[src/rtl/bus_pkg.sv]
// Shared types and constants for the bit-serial bus slave controller.
package bus_pkg;

    localparam int unsigned DEF_ADDR_W  = 12;
    localparam int unsigned DEF_DATA_W  = 8;
    localparam int unsigned DEF_TIMEOUT = 16;
    localparam int unsigned RD_LATENCY  = 1;

    typedef enum logic [2:0] {
        IDLE,
        ADDR,
        WDATA,
        WRITE,
        RREQ,
        RWAIT,
        RDATA
    } state_e;

    // Bit counter width: enough for the longer serial phase, plus one spare bit.
    function automatic int unsigned cnt_width(input int unsigned a, input int unsigned b);
        return $clog2((a > b) ? a : b) + 1;
    endfunction

endpackage

[src/rtl/serial_slave_ctrl_if.sv]
// Bit-serial bus signals between the arbiter slave port and the slave controller.
interface serial_slave_ctrl_if;
    logic address;
    logic data;
    logic valid;
    logic address_valid;
    logic write_en;
    logic ready;
    logic data_out;
    logic valid_out;

    modport master (
        output address, data, valid, address_valid, write_en,
        input  ready, data_out, valid_out
    );

    modport slave (
        input  address, data, valid, address_valid, write_en,
        output ready, data_out, valid_out
    );
endinterface

[src/rtl/serial_shift_reg.sv]
// LSB-first shift register: serial-in/parallel-out, or parallel-load/serial-out.
module serial_shift_reg #(
    parameter int unsigned W = 8
) (
    input  logic         clk,
    input  logic         rst_n,
    input  logic         shift_en,
    input  logic         sin,
    input  logic         load_en,
    input  logic [W-1:0] pdata,
    output logic [W-1:0] q,
    output logic         sout
);

    // New bits enter at the MSB so the first bit received ends up in bit 0.
    always_ff @(posedge clk or negedge rst_n) begin
        if (!rst_n) begin
            q <= '0;
        end else if (load_en) begin
            q <= pdata;
        end else if (shift_en) begin
            q <= {sin, q[W-1:1]};
        end
    end

    assign sout = q[0];

endmodule

[src/rtl/serial_slave_ctrl.sv]
// Slave-side transaction controller for the bit-serial bus.
// Optional idle-valid abort enabled by defining SERIAL_SLAVE_TIMEOUT_EN.
module serial_slave_ctrl
    import bus_pkg::*;
#(
    parameter int unsigned ADDR_W  = DEF_ADDR_W,
    parameter int unsigned DATA_W  = DEF_DATA_W,
    parameter int unsigned TIMEOUT = DEF_TIMEOUT
) (
    input  logic                clk,
    input  logic                reset,
    serial_slave_ctrl_if.slave  bus,
    output logic [ADDR_W-1:0]   mem_addr,
    output logic [DATA_W-1:0]   mem_wdata,
    output logic                mem_we,
    output logic                mem_re,
    input  logic [DATA_W-1:0]   mem_rdata,
    output logic                err
);

    localparam int unsigned CNT_W = cnt_width(ADDR_W, DATA_W);

    state_e             state;
    logic               we_q;
    logic [CNT_W-1:0]   bit_cnt;
    logic               ready_q;
    logic               valid_out_q;
    logic               data_out_q;
    logic               timeout_hit_c;
    logic               addr_shift_c;
    logic               wdata_shift_c;
    logic               rd_load_c;
    logic               rd_shift_c;
    logic               unused_addr_sout;
    logic               unused_wdata_sout;
    logic [DATA_W-1:0]  unused_rd_q;

    // A start strobe takes priority over bit sampling in the same cycle.
    assign addr_shift_c  = (state == ADDR)  && bus.valid && !bus.address_valid;
    assign wdata_shift_c = (state == WDATA) && bus.valid && !bus.address_valid;
    assign rd_load_c     = (state == RWAIT) && (bit_cnt == CNT_W'(RD_LATENCY - 1));
    assign rd_shift_c    = (state == RDATA);

    serial_shift_reg #(.W(ADDR_W)) u_addr_sr (
        .clk      (clk),
        .rst_n    (reset),
        .shift_en (addr_shift_c),
        .sin      (bus.address),
        .load_en  (1'b0),
        .pdata    ('0),
        .q        (mem_addr),
        .sout     (unused_addr_sout)
    );

    serial_shift_reg #(.W(DATA_W)) u_wdata_sr (
        .clk      (clk),
        .rst_n    (reset),
        .shift_en (wdata_shift_c),
        .sin      (bus.data),
        .load_en  (1'b0),
        .pdata    ('0),
        .q        (mem_wdata),
        .sout     (unused_wdata_sout)
    );

    // Zero fill leaves data_out low once the read word has been sent.
    serial_shift_reg #(.W(DATA_W)) u_rdata_sr (
        .clk      (clk),
        .rst_n    (reset),
        .shift_en (rd_shift_c),
        .sin      (1'b0),
        .load_en  (rd_load_c),
        .pdata    (mem_rdata),
        .q        (unused_rd_q),
        .sout     (data_out_q)
    );

`ifdef SERIAL_SLAVE_TIMEOUT_EN
    localparam int unsigned TO_W = $clog2(TIMEOUT) + 1;

    logic [TO_W-1:0] idle_cnt;
    logic            in_xfer_c;

    assign in_xfer_c     = (state == ADDR) || (state == WDATA);
    assign timeout_hit_c = in_xfer_c && !bus.address_valid && !bus.valid &&
                           (idle_cnt == TO_W'(TIMEOUT - 1));

    always_ff @(posedge clk or negedge reset) begin
        if (!reset) begin
            idle_cnt <= '0;
        end else if (!in_xfer_c || bus.valid || bus.address_valid || timeout_hit_c) begin
            idle_cnt <= '0;
        end else begin
            idle_cnt <= idle_cnt + TO_W'(1);
        end
    end
`else
    logic unused_timeout;
    assign unused_timeout = |TIMEOUT;
    assign timeout_hit_c  = 1'b0;
`endif

    always_ff @(posedge clk or negedge reset) begin
        if (!reset) begin
            state       <= IDLE;
            we_q        <= 1'b0;
            bit_cnt     <= '0;
            ready_q     <= 1'b1;
            valid_out_q <= 1'b0;
            mem_we      <= 1'b0;
            mem_re      <= 1'b0;
            err         <= 1'b0;
        end else begin
            mem_we <= 1'b0;
            mem_re <= 1'b0;
            err    <= 1'b0;
            case (state)
                IDLE: if (bus.address_valid) begin
                    we_q    <= bus.write_en;
                    bit_cnt <= '0;
                    ready_q <= 1'b0;
                    state   <= ADDR;
                end
                ADDR, WDATA: begin
                    if (bus.address_valid) begin
                        we_q    <= bus.write_en;
                        bit_cnt <= '0;
                        state   <= ADDR;
                    end else if (timeout_hit_c) begin
                        bit_cnt <= '0;
                        ready_q <= 1'b1;
                        err     <= 1'b1;
                        state   <= IDLE;
                    end else if (bus.valid) begin
                        if (state == ADDR && bit_cnt == CNT_W'(ADDR_W - 1)) begin
                            bit_cnt <= '0;
                            state   <= we_q ? WDATA : RREQ;
                            mem_re  <= !we_q;
                        end else if (state == WDATA && bit_cnt == CNT_W'(DATA_W - 1)) begin
                            bit_cnt <= '0;
                            state   <= WRITE;
                            mem_we  <= 1'b1;
                        end else begin
                            bit_cnt <= bit_cnt + CNT_W'(1);
                        end
                    end
                end
                WRITE: begin
                    ready_q <= 1'b1;
                    state   <= IDLE;
                end
                RREQ: begin
                    bit_cnt <= '0;
                    state   <= RWAIT;
                end
                RWAIT: if (rd_load_c) begin
                    bit_cnt     <= '0;
                    valid_out_q <= 1'b1;
                    state       <= RDATA;
                end else begin
                    bit_cnt <= bit_cnt + CNT_W'(1);
                end
                RDATA: if (bit_cnt == CNT_W'(DATA_W - 1)) begin
                    bit_cnt     <= '0;
                    valid_out_q <= 1'b0;
                    ready_q     <= 1'b1;
                    state       <= IDLE;
                end else begin
                    bit_cnt <= bit_cnt + CNT_W'(1);
                end
                default: begin
                    bit_cnt     <= '0;
                    valid_out_q <= 1'b0;
                    ready_q     <= 1'b1;
                    state       <= IDLE;
                end
            endcase
        end
    end

    assign bus.ready     = ready_q;
    assign bus.valid_out = valid_out_q;
    assign bus.data_out  = data_out_q;

endmodule

[src/flat_wrapper.sv]
// flat-port wrapper written by rule: the top's interface ports become plain ports
module serial_slave_ctrl_flat import bus_pkg::*;
#(
    parameter int unsigned ADDR_W  = DEF_ADDR_W,
    parameter int unsigned DATA_W  = DEF_DATA_W,
    parameter int unsigned TIMEOUT = DEF_TIMEOUT
)
  (clk, reset, mem_addr, mem_wdata, mem_we, mem_re, mem_rdata, err, bus_address, bus_data, bus_valid, bus_address_valid, bus_write_en, bus_ready, bus_data_out, bus_valid_out);
  serial_slave_ctrl_if bus_i ();
  input  logic clk;
  input  logic reset;
  output logic [ADDR_W-1:0] mem_addr;
  output logic [DATA_W-1:0] mem_wdata;
  output logic mem_we;
  output logic mem_re;
  input  logic [DATA_W-1:0] mem_rdata;
  output logic err;
  input wire logic [$bits(bus_i.address)-1:0] bus_address;
  input wire logic [$bits(bus_i.data)-1:0] bus_data;
  input wire logic [$bits(bus_i.valid)-1:0] bus_valid;
  input wire logic [$bits(bus_i.address_valid)-1:0] bus_address_valid;
  input wire logic [$bits(bus_i.write_en)-1:0] bus_write_en;
  output wire logic [$bits(bus_i.ready)-1:0] bus_ready;
  output wire logic [$bits(bus_i.data_out)-1:0] bus_data_out;
  output wire logic [$bits(bus_i.valid_out)-1:0] bus_valid_out;
  assign bus_i.address = bus_address;
  assign bus_i.data = bus_data;
  assign bus_i.valid = bus_valid;
  assign bus_i.address_valid = bus_address_valid;
  assign bus_i.write_en = bus_write_en;
  assign bus_ready = bus_i.ready;
  assign bus_data_out = bus_i.data_out;
  assign bus_valid_out = bus_i.valid_out;
  serial_slave_ctrl #(.ADDR_W(ADDR_W), .DATA_W(DATA_W), .TIMEOUT(TIMEOUT)) u_core (.clk(clk), .reset(reset), .bus(bus_i), .mem_addr(mem_addr), .mem_wdata(mem_wdata), .mem_we(mem_we), .mem_re(mem_re), .mem_rdata(mem_rdata), .err(err));
endmodule
[config.mk]
export PLATFORM = sky130hd
export DESIGN_NAME = serial_slave_ctrl_flat
export DESIGN_NICKNAME = d
export VERILOG_FILES = /design/src/rtl/bus_pkg.sv /design/src/rtl/serial_slave_ctrl_if.sv /design/src/rtl/serial_shift_reg.sv /design/src/rtl/serial_slave_ctrl.sv /design/src/flat_wrapper.sv
export SDC_FILE = /design/constraint.sdc
export NUM_CORES = 1
export LEC_CHECK = 0
export ABC_AREA = 1
export CORE_AREA = 2 2 72 74
export CTS_CLUSTER_DIAMETER = 60
export DETAILED_ROUTE_END_ITERATION = 7
export DIE_AREA = 0 0 74 76
export GPL_TIMING_DRIVEN = 0
export HOLD_SLACK_MARGIN = 0.12
export MAX_ROUTING_LAYER = met4
export PLACE_DENSITY = 0.69
export SLEW_MARGIN = 20
export SYNTH_ARGS = -nofsm -noshare
export SYNTH_HDL_FRONTEND = slang
export SYNTH_SLANG_ARGS = --single-unit
[constraint.sdc]
create_clock -name clk -period 1.7 [get_ports clk]
set_input_delay 0.255 -clock clk [delete_from_list [all_inputs] [get_ports clk]]
set_output_delay 0.255 -clock clk [all_outputs]
set_load 0.03 [all_outputs]
* Word level (Yosys, flattened, before mapping) *
Cells that the tools add are included.

storage, ports and cells
  register bits after elaboration = 41
  bits of input ports = 15
  output and inout port bits = 26
  word-level logic and storage cells = 82

cells by class
  bitwise logic cells = 3
  reduce and logical (&&, ||, !) cells = 21
  muxes and demuxes = 34
  eq/ne operators = 13
  add/subtract/negate cells = 1

operators with widths
  cell                 count
  $mux 5               7
  $pmux 5 s5           1
  $mux 3               8
  $mux 8               2
  $pmux 3 s5           1
  $mux 1               13
  $eq 3x3->1 const B   3
  $reduce_and 3->1     3
  $logic_and 1x1->1    7
  $eq 3x2->1 const B   2
  $pmux 1 s3           2
  $add 5x1->5 const B  1
  $eq 5x3->1 const B   1
  $eq 5x4->1 const B   1
  $logic_not 5->1      1
  $reduce_and 5->1     1
  $reduce_or 5->1      1
  $ne 2x2->1 const B   2
  $ne 4x2->1 const B   1
  $reduce_or 4->1      1
  $eq 3x1->1 const B   1
  $logic_not 3->1      1
  $ne 3x3->1 const B   1
  $not 1->1            3
  6 further kinds      7

* Longest topological paths before layout *
  depth in word-level cells = 7
  gate-level depth with buffers = 12
  gate-level depth less buffers = 12

* Hierarchy *
Synthesis repeated with hierarchy kept, for this count alone.

second synthesis, totals
  cell total of the unflattened synthesis = 301
  area total of the unflattened synthesis = 2,285.9 um2

modules (own cells, without submodules)
  module                                    area an instance (um2)  sequential area each (um2)  cells an instance  instances
  serial_slave_ctrl                         947.2                   326.6                       144                1
  serial_shift_reg (u_core.u_rdata_sr ...)  381.6                   200.2                       45                 2
  serial_shift_reg (u_core.u_addr_sr)       575.6                   300.3                       67                 1

* Worst setup path before layout *
No wires, ideal clock.

  kind = reg-to-reg
  start point = register u_core.state[0]
  end point = register u_core.state[0]
  cell stages (with the launch flop) = 12
  buffers on the path = 0
  arrival time = 1.345 ns
  path slack = 0.239 ns
  period minus slack after synthesis = 1.461 ns
  library setup time = 0.116 ns
  required time = 1.584 ns
  path through = dfrtp_1 -> inv_1 -> ha_1 -> nand2_4 -> inv_4 -> nand2_2 -> nand2_2 -> clkinv_4 -> nand2_4 -> nor2_4 -> nand2_1 -> nand2_1

on the way
  longest elaborated chain between the ends = 6
  elaborated cells on any way between the ends = 20
  classes of those cells = 10 x eq/ne; 4 x mux; 6 x reduce/logical

ends and longest elaborated chain
  element                 RTL line                                            text
  start, declared         serial_slave_ctrl.sv:23                             state_e state;
  start signal, assigned  serial_slave_ctrl.sv:137                            state <= we_q ? WDATA : RREQ;
  $eq 3x1->1              serial_slave_ctrl.sv:117, serial_slave_ctrl.sv:135
  $logic_and 1x1->1       serial_slave_ctrl.sv:135                            if (state == ADDR && bit_cnt == CNT_W'(ADDR_W - 1)) begin
  $mux 3                  serial_slave_ctrl.sv:135
  $mux 3                  serial_slave_ctrl.sv:134                            end else if (bus.valid) begin
  $mux 3                  serial_slave_ctrl.sv:125                            if (bus.address_valid) begin
  $pmux 3 s5              serial_slave_ctrl.sv:117                            case (state)

Several ways; a longest one is shown, not always the timed one. The select of a mux whose other input is x is not followed.
A chain may end at the register's enable or synchronous reset.

* Final worst setup path *
  start point = register u_core.u_addr_sr.q[0]
  end point = output port mem_addr[0]

RTL lines
  element                 RTL line                text
  start, declared         serial_shift_reg.sv:11  output logic [W-1:0] q,
  start signal, assigned  serial_shift_reg.sv:20  q <= pdata;
  start signal, assigned  serial_shift_reg.sv:22  q <= {sin, q[W-1:1]};
  end, declared           flat_wrapper.sv:12      output logic [ADDR_W-1:0] mem_addr;

No word-level cell between the ends.

==> flow_summary.json <==
{
  "grt_first_pass_wirelength_um": 7100,
  "area_used_by_multi_input_combinational_logic_um2": 953.4,
  "synth_cells": 254,
  "critical_path_required_ns": 1.44,
  "timing.final.max_slew_violations": 0,
  "grt_antenna_before_repair": 0,
  "setup-tns-final_ns": 0,
  "worst-path-buf-inv": 2,
  "reg2reg_depth": 11,
  "synth_top_cells_by_area": "sky130_fd_sc_hd__dfrtp_1 (47%), sky130_fd_sc_hd__nand2_1 (9.7%), sky130_fd_sc_hd__o21ai_0 (6.4%), sky130_fd_sc_hd__inv_1 (5.7%), sky130_fd_sc_hd__nand3_1 (4.2%)",
  "cap_violations": 0,
  "cp_data_arrival_time_ns": 1.40,
  "die_height_um": 76,
  "grt_overflow_total": 0,
  "clk_pin_slew_ns": 0.08,
  "layout-area-overhead-vs-synth_pct": 32.73,
  "yosysWarnings": 0,
  "synth-adder-area-share_pct": 3.531,
  "final_core_utilization_pct": 57.44,
  "ys_dominant_reg_cell": "sky130_fd_sc_hd__dfrtp_1",
  "design.portCount": 41,
  "placement.io_buffers": 39,
  "fill_cells": 450,
  "dieWidth_um": 74,
  "timing.setup.critical_path_class": "reg2out",
  "cts_num_sinks": 41,
  "n_antenna_cell": 0,
  "wire_length_after_detailed_routing_um": 4251,
  "fin_crit_sh_pct": 97.44,
  "cp_cell_sequence": "buf_4 > clkdlybuf4s50_1",
  "timing.reg2reg.setup_slack_ns": 0.12,
  "first_global_vias": 1609,
  "drt_drc_violations_left": 0,
  "async_reset_ff_share_pct": 100.0,
  "grt_usage_pct": 16.38,
  "post-synth-top-area-fraction_pct": 47.09,
  "synth_most_common_cell": "sky130_fd_sc_hd__nand2_1",
  "initial_utilization_pct": 43.28,
  "place.detailed.hpwl_um": 3074,
  "cellLeakagePower_nw": 1.444,
  "fp.dieArea_um2": 5624,
  "synthDistinctLibCells": 31,
  "critPathLaunchType": "register",
  "mean_instance_size_in_the_synthesized_netlist_um2": 8.369,
  "timing.final.hold_violations": 0,
  "synth_seq_cells": 41,
  "max-vdd-ir-drop_mv": 0.9115,
  "viasPerCell": 4.655,
  "area.sequential_um2": 1030,
  "synth_top_family_by_area": "simple AND/OR/NAND/NOR gates",
  "drt_iter0_markers": 81,
  "synthSimpleGateAreaFrac_pct": 27.19,
  "layout.cells.non_filler": 374,
  "finalSetupViolations": 0,
  "cellPowerDensity_nw_per_um2": 1589,
  "htree_levels": 2,
  "synth-xor-area-share_pct": 0.4120,
  "post_synth_instance_area_um2": 2126,
  "core_area_um2": 4912,
  "critical_path.max_fanout": 2,
  "hold_class": "in2async",
  "skew_ns": 0.005961,
  "clock_tree.buffer_depth": 2,
  "rr_startpoint": "u_core.state[1]",
  "cts-buffers-inserted": 5,
  "final.min_clock_period_ns": 1.656,
  "worst_skew_pair.late_latency_ns": 0.29,
  "synthesis.nets": 275,
  "drtAntennaViolNets": 0,
  "layout-drive-gt1-share_pct": 19.41,
  "reg2reg_to": "u_core.state[0]",
  "ctsRootBufferMaster": "sky130_fd_sc_hd__clkbuf_8",
  "achievable-frequency_mhz": 603.7,
  "outcome": "complete, no violations",
  "fp-row-count": 26,
  "drt_first_pass_iters": 4,
  "worst_path_dominant_cell_family": "buffers and inverters",
  "dp.cells": 364,
  "post_synthesis_sequential_area_ratio_pct": 48.32,
  "synthTopCellsByCount": "sky130_fd_sc_hd__nand2_1 (55), sky130_fd_sc_hd__dfrtp_1 (40), sky130_fd_sc_hd__inv_1 (32)",
  "dr_total_vias": 1741,
  "critical_path.endpoint_type": "output pin",
  "grt_start_max_net_pins": 27,
  "cts_tree": "built",
  "nNetsFinal": 324,
  "synth_compound_gate_area_share_pct": 8.711,
  "synth.area.mux_share_pct": 2.119,
  "avgRoutedWirePerCell_um": 11.37,
  "yosysTopAreaCell": "sky130_fd_sc_hd__dfrtp_1",
  "gp_congestion": 0.8539,
  "synth_edf_count": 0,
  "critical-path-max-stage-delay_ns": 0.66,
  "total_power_draw_mw": 4.482,
  "crit_path_slowest_cell": "sky130_fd_sc_hd__clkdlybuf4s50_1"
}
worst register-to-register path: cells and delay by family, from the launching register on:
family	cells	cell delay (ns)
buf+inv	3	0.31
fa+ha+maj	1	0.17
flops	1	0.45
simple gates	7	0.59
per-stage QoR:
step	hold WS, ns	setup WS, ns	cell area (um^2)
floorplan	-0.04059	0.2390	2126
finish	0.4117	0.04351	2821
CTS	0.4304	0.001902	2748
global placement	0.4852	-0.7171	2604
detailed placement	0.2159	-0.03483	2619
global route	0.4571	-0.007023	2821
cell type report:
| class | count | share of cell area [%] |
|---|---|---|
| multi-input cells | 167 | 33.79 |
| well taps | 70 | 3.104 |
| clock buffers | 6 | 2.927 |
| inverters | 38 | 5.322 |
| clock inverters | 2 | 1.330 |
| plain buffers | 7 | 1.818 |
| flip-flops and latches | 41 | 36.50 |
| repair buffers | 43 | 15.21 |
worst max path at each step:
| stage | start | endpoint | slack (ns) | depth (start not counted) |
|---|---|---|---|---|
| 2_1_floorplan | u_core.state[0] | u_core.state[0] | 0.24 | 11 |
| 3_3_place_gp | reset | u_core.u_addr_sr.q[5] | -0.72 | 1 |
| 3_5_place_dp | bus_address_valid | u_core.u_addr_sr.q[9] | -0.03 | 5 |
| 4_1_cts | u_core.state[1] | u_core.u_addr_sr.q[7] | 0.002 | 7 |
| 5_1_grt | u_core.state[0] | u_core.bit_cnt[2] | -0.007 | 11 |
| 6_report | u_core.u_addr_sr.q[0] | mem_addr[0] | 0.04 | 2 |
cells by family after synthesis:
group	Yosys count
adders and majority gates	6
DFF	41
xor gates and xnor gates	1
other	1
and+or+nand+nor	118
muxes	4
AOI/OAI and AO/OA	37
buffers and inverters	46
what timing repair did:
item	CTS	global route
setup buffers	0	2
endpoints found under the setup margin	1	38
pin swaps	0	0
hold buffers	1	0
resized for setup	1	20
hold endpoints to repair	14	0
report_power, final:
group | internal, mW | switching, mW | total [mW] | leakage [nW]
logic | 0.876 | 1.28 | 2.16 | 0.867
clock network | 0.477 | 0.345 | 0.822 | 0.0574
registers | 1.28 | 0.218 | 1.50 | 0.519
total | 2.64 | 1.84 | 4.48 | 1.44
per-layer routing:
metal	share of wire [%]	vias up	routed length, um	global-route usage [%]
met5	0	-	0	-
met4	1.4	0	59	5.455
met3	5.7	8	241	4.233
met2	46	37	1948	24.20
met1	47	801	2003	21.93
li1	-	895	-	-
cell usage in the layout (no fill, tap or decap), drive strengths merged:
master         Yosys  final
buf                7     10
dfstp              1      1
clkbuf             1      7
nand3b             1      1
dlygate4sd2        0      1
ha                 6      6
clkinvlp           0      1
nand2             64     64
nand3             21     21
mux2               4      4
inv               36     36
dlygate4sd3        0      1
a21oi              9      9
nor2              30     30
xor2               1      1
bufinv             0      1
clkinv             2      2
o21ai             28     28
clkdlybuf4s50      0     37
nor3               1      1
conb               1      1
dfrtp             40     40
nand4              1      1
flip-flops by register name, summed over array words and instances, names as in the netlist:
name / count
u_core.u_wdata_sr.q: 8
u_core.u_addr_sr.q: 12
u_core.mem_re: 1
u_core.bus.valid_out: 1
u_core.u_rdata_sr.q: 8
u_core.we_q: 1
u_core.bit_cnt: 5
u_core.mem_we: 1
u_core.state: 3
u_core.bus.ready: 1
No activity file was read; power rests on OpenSTA's default activity.
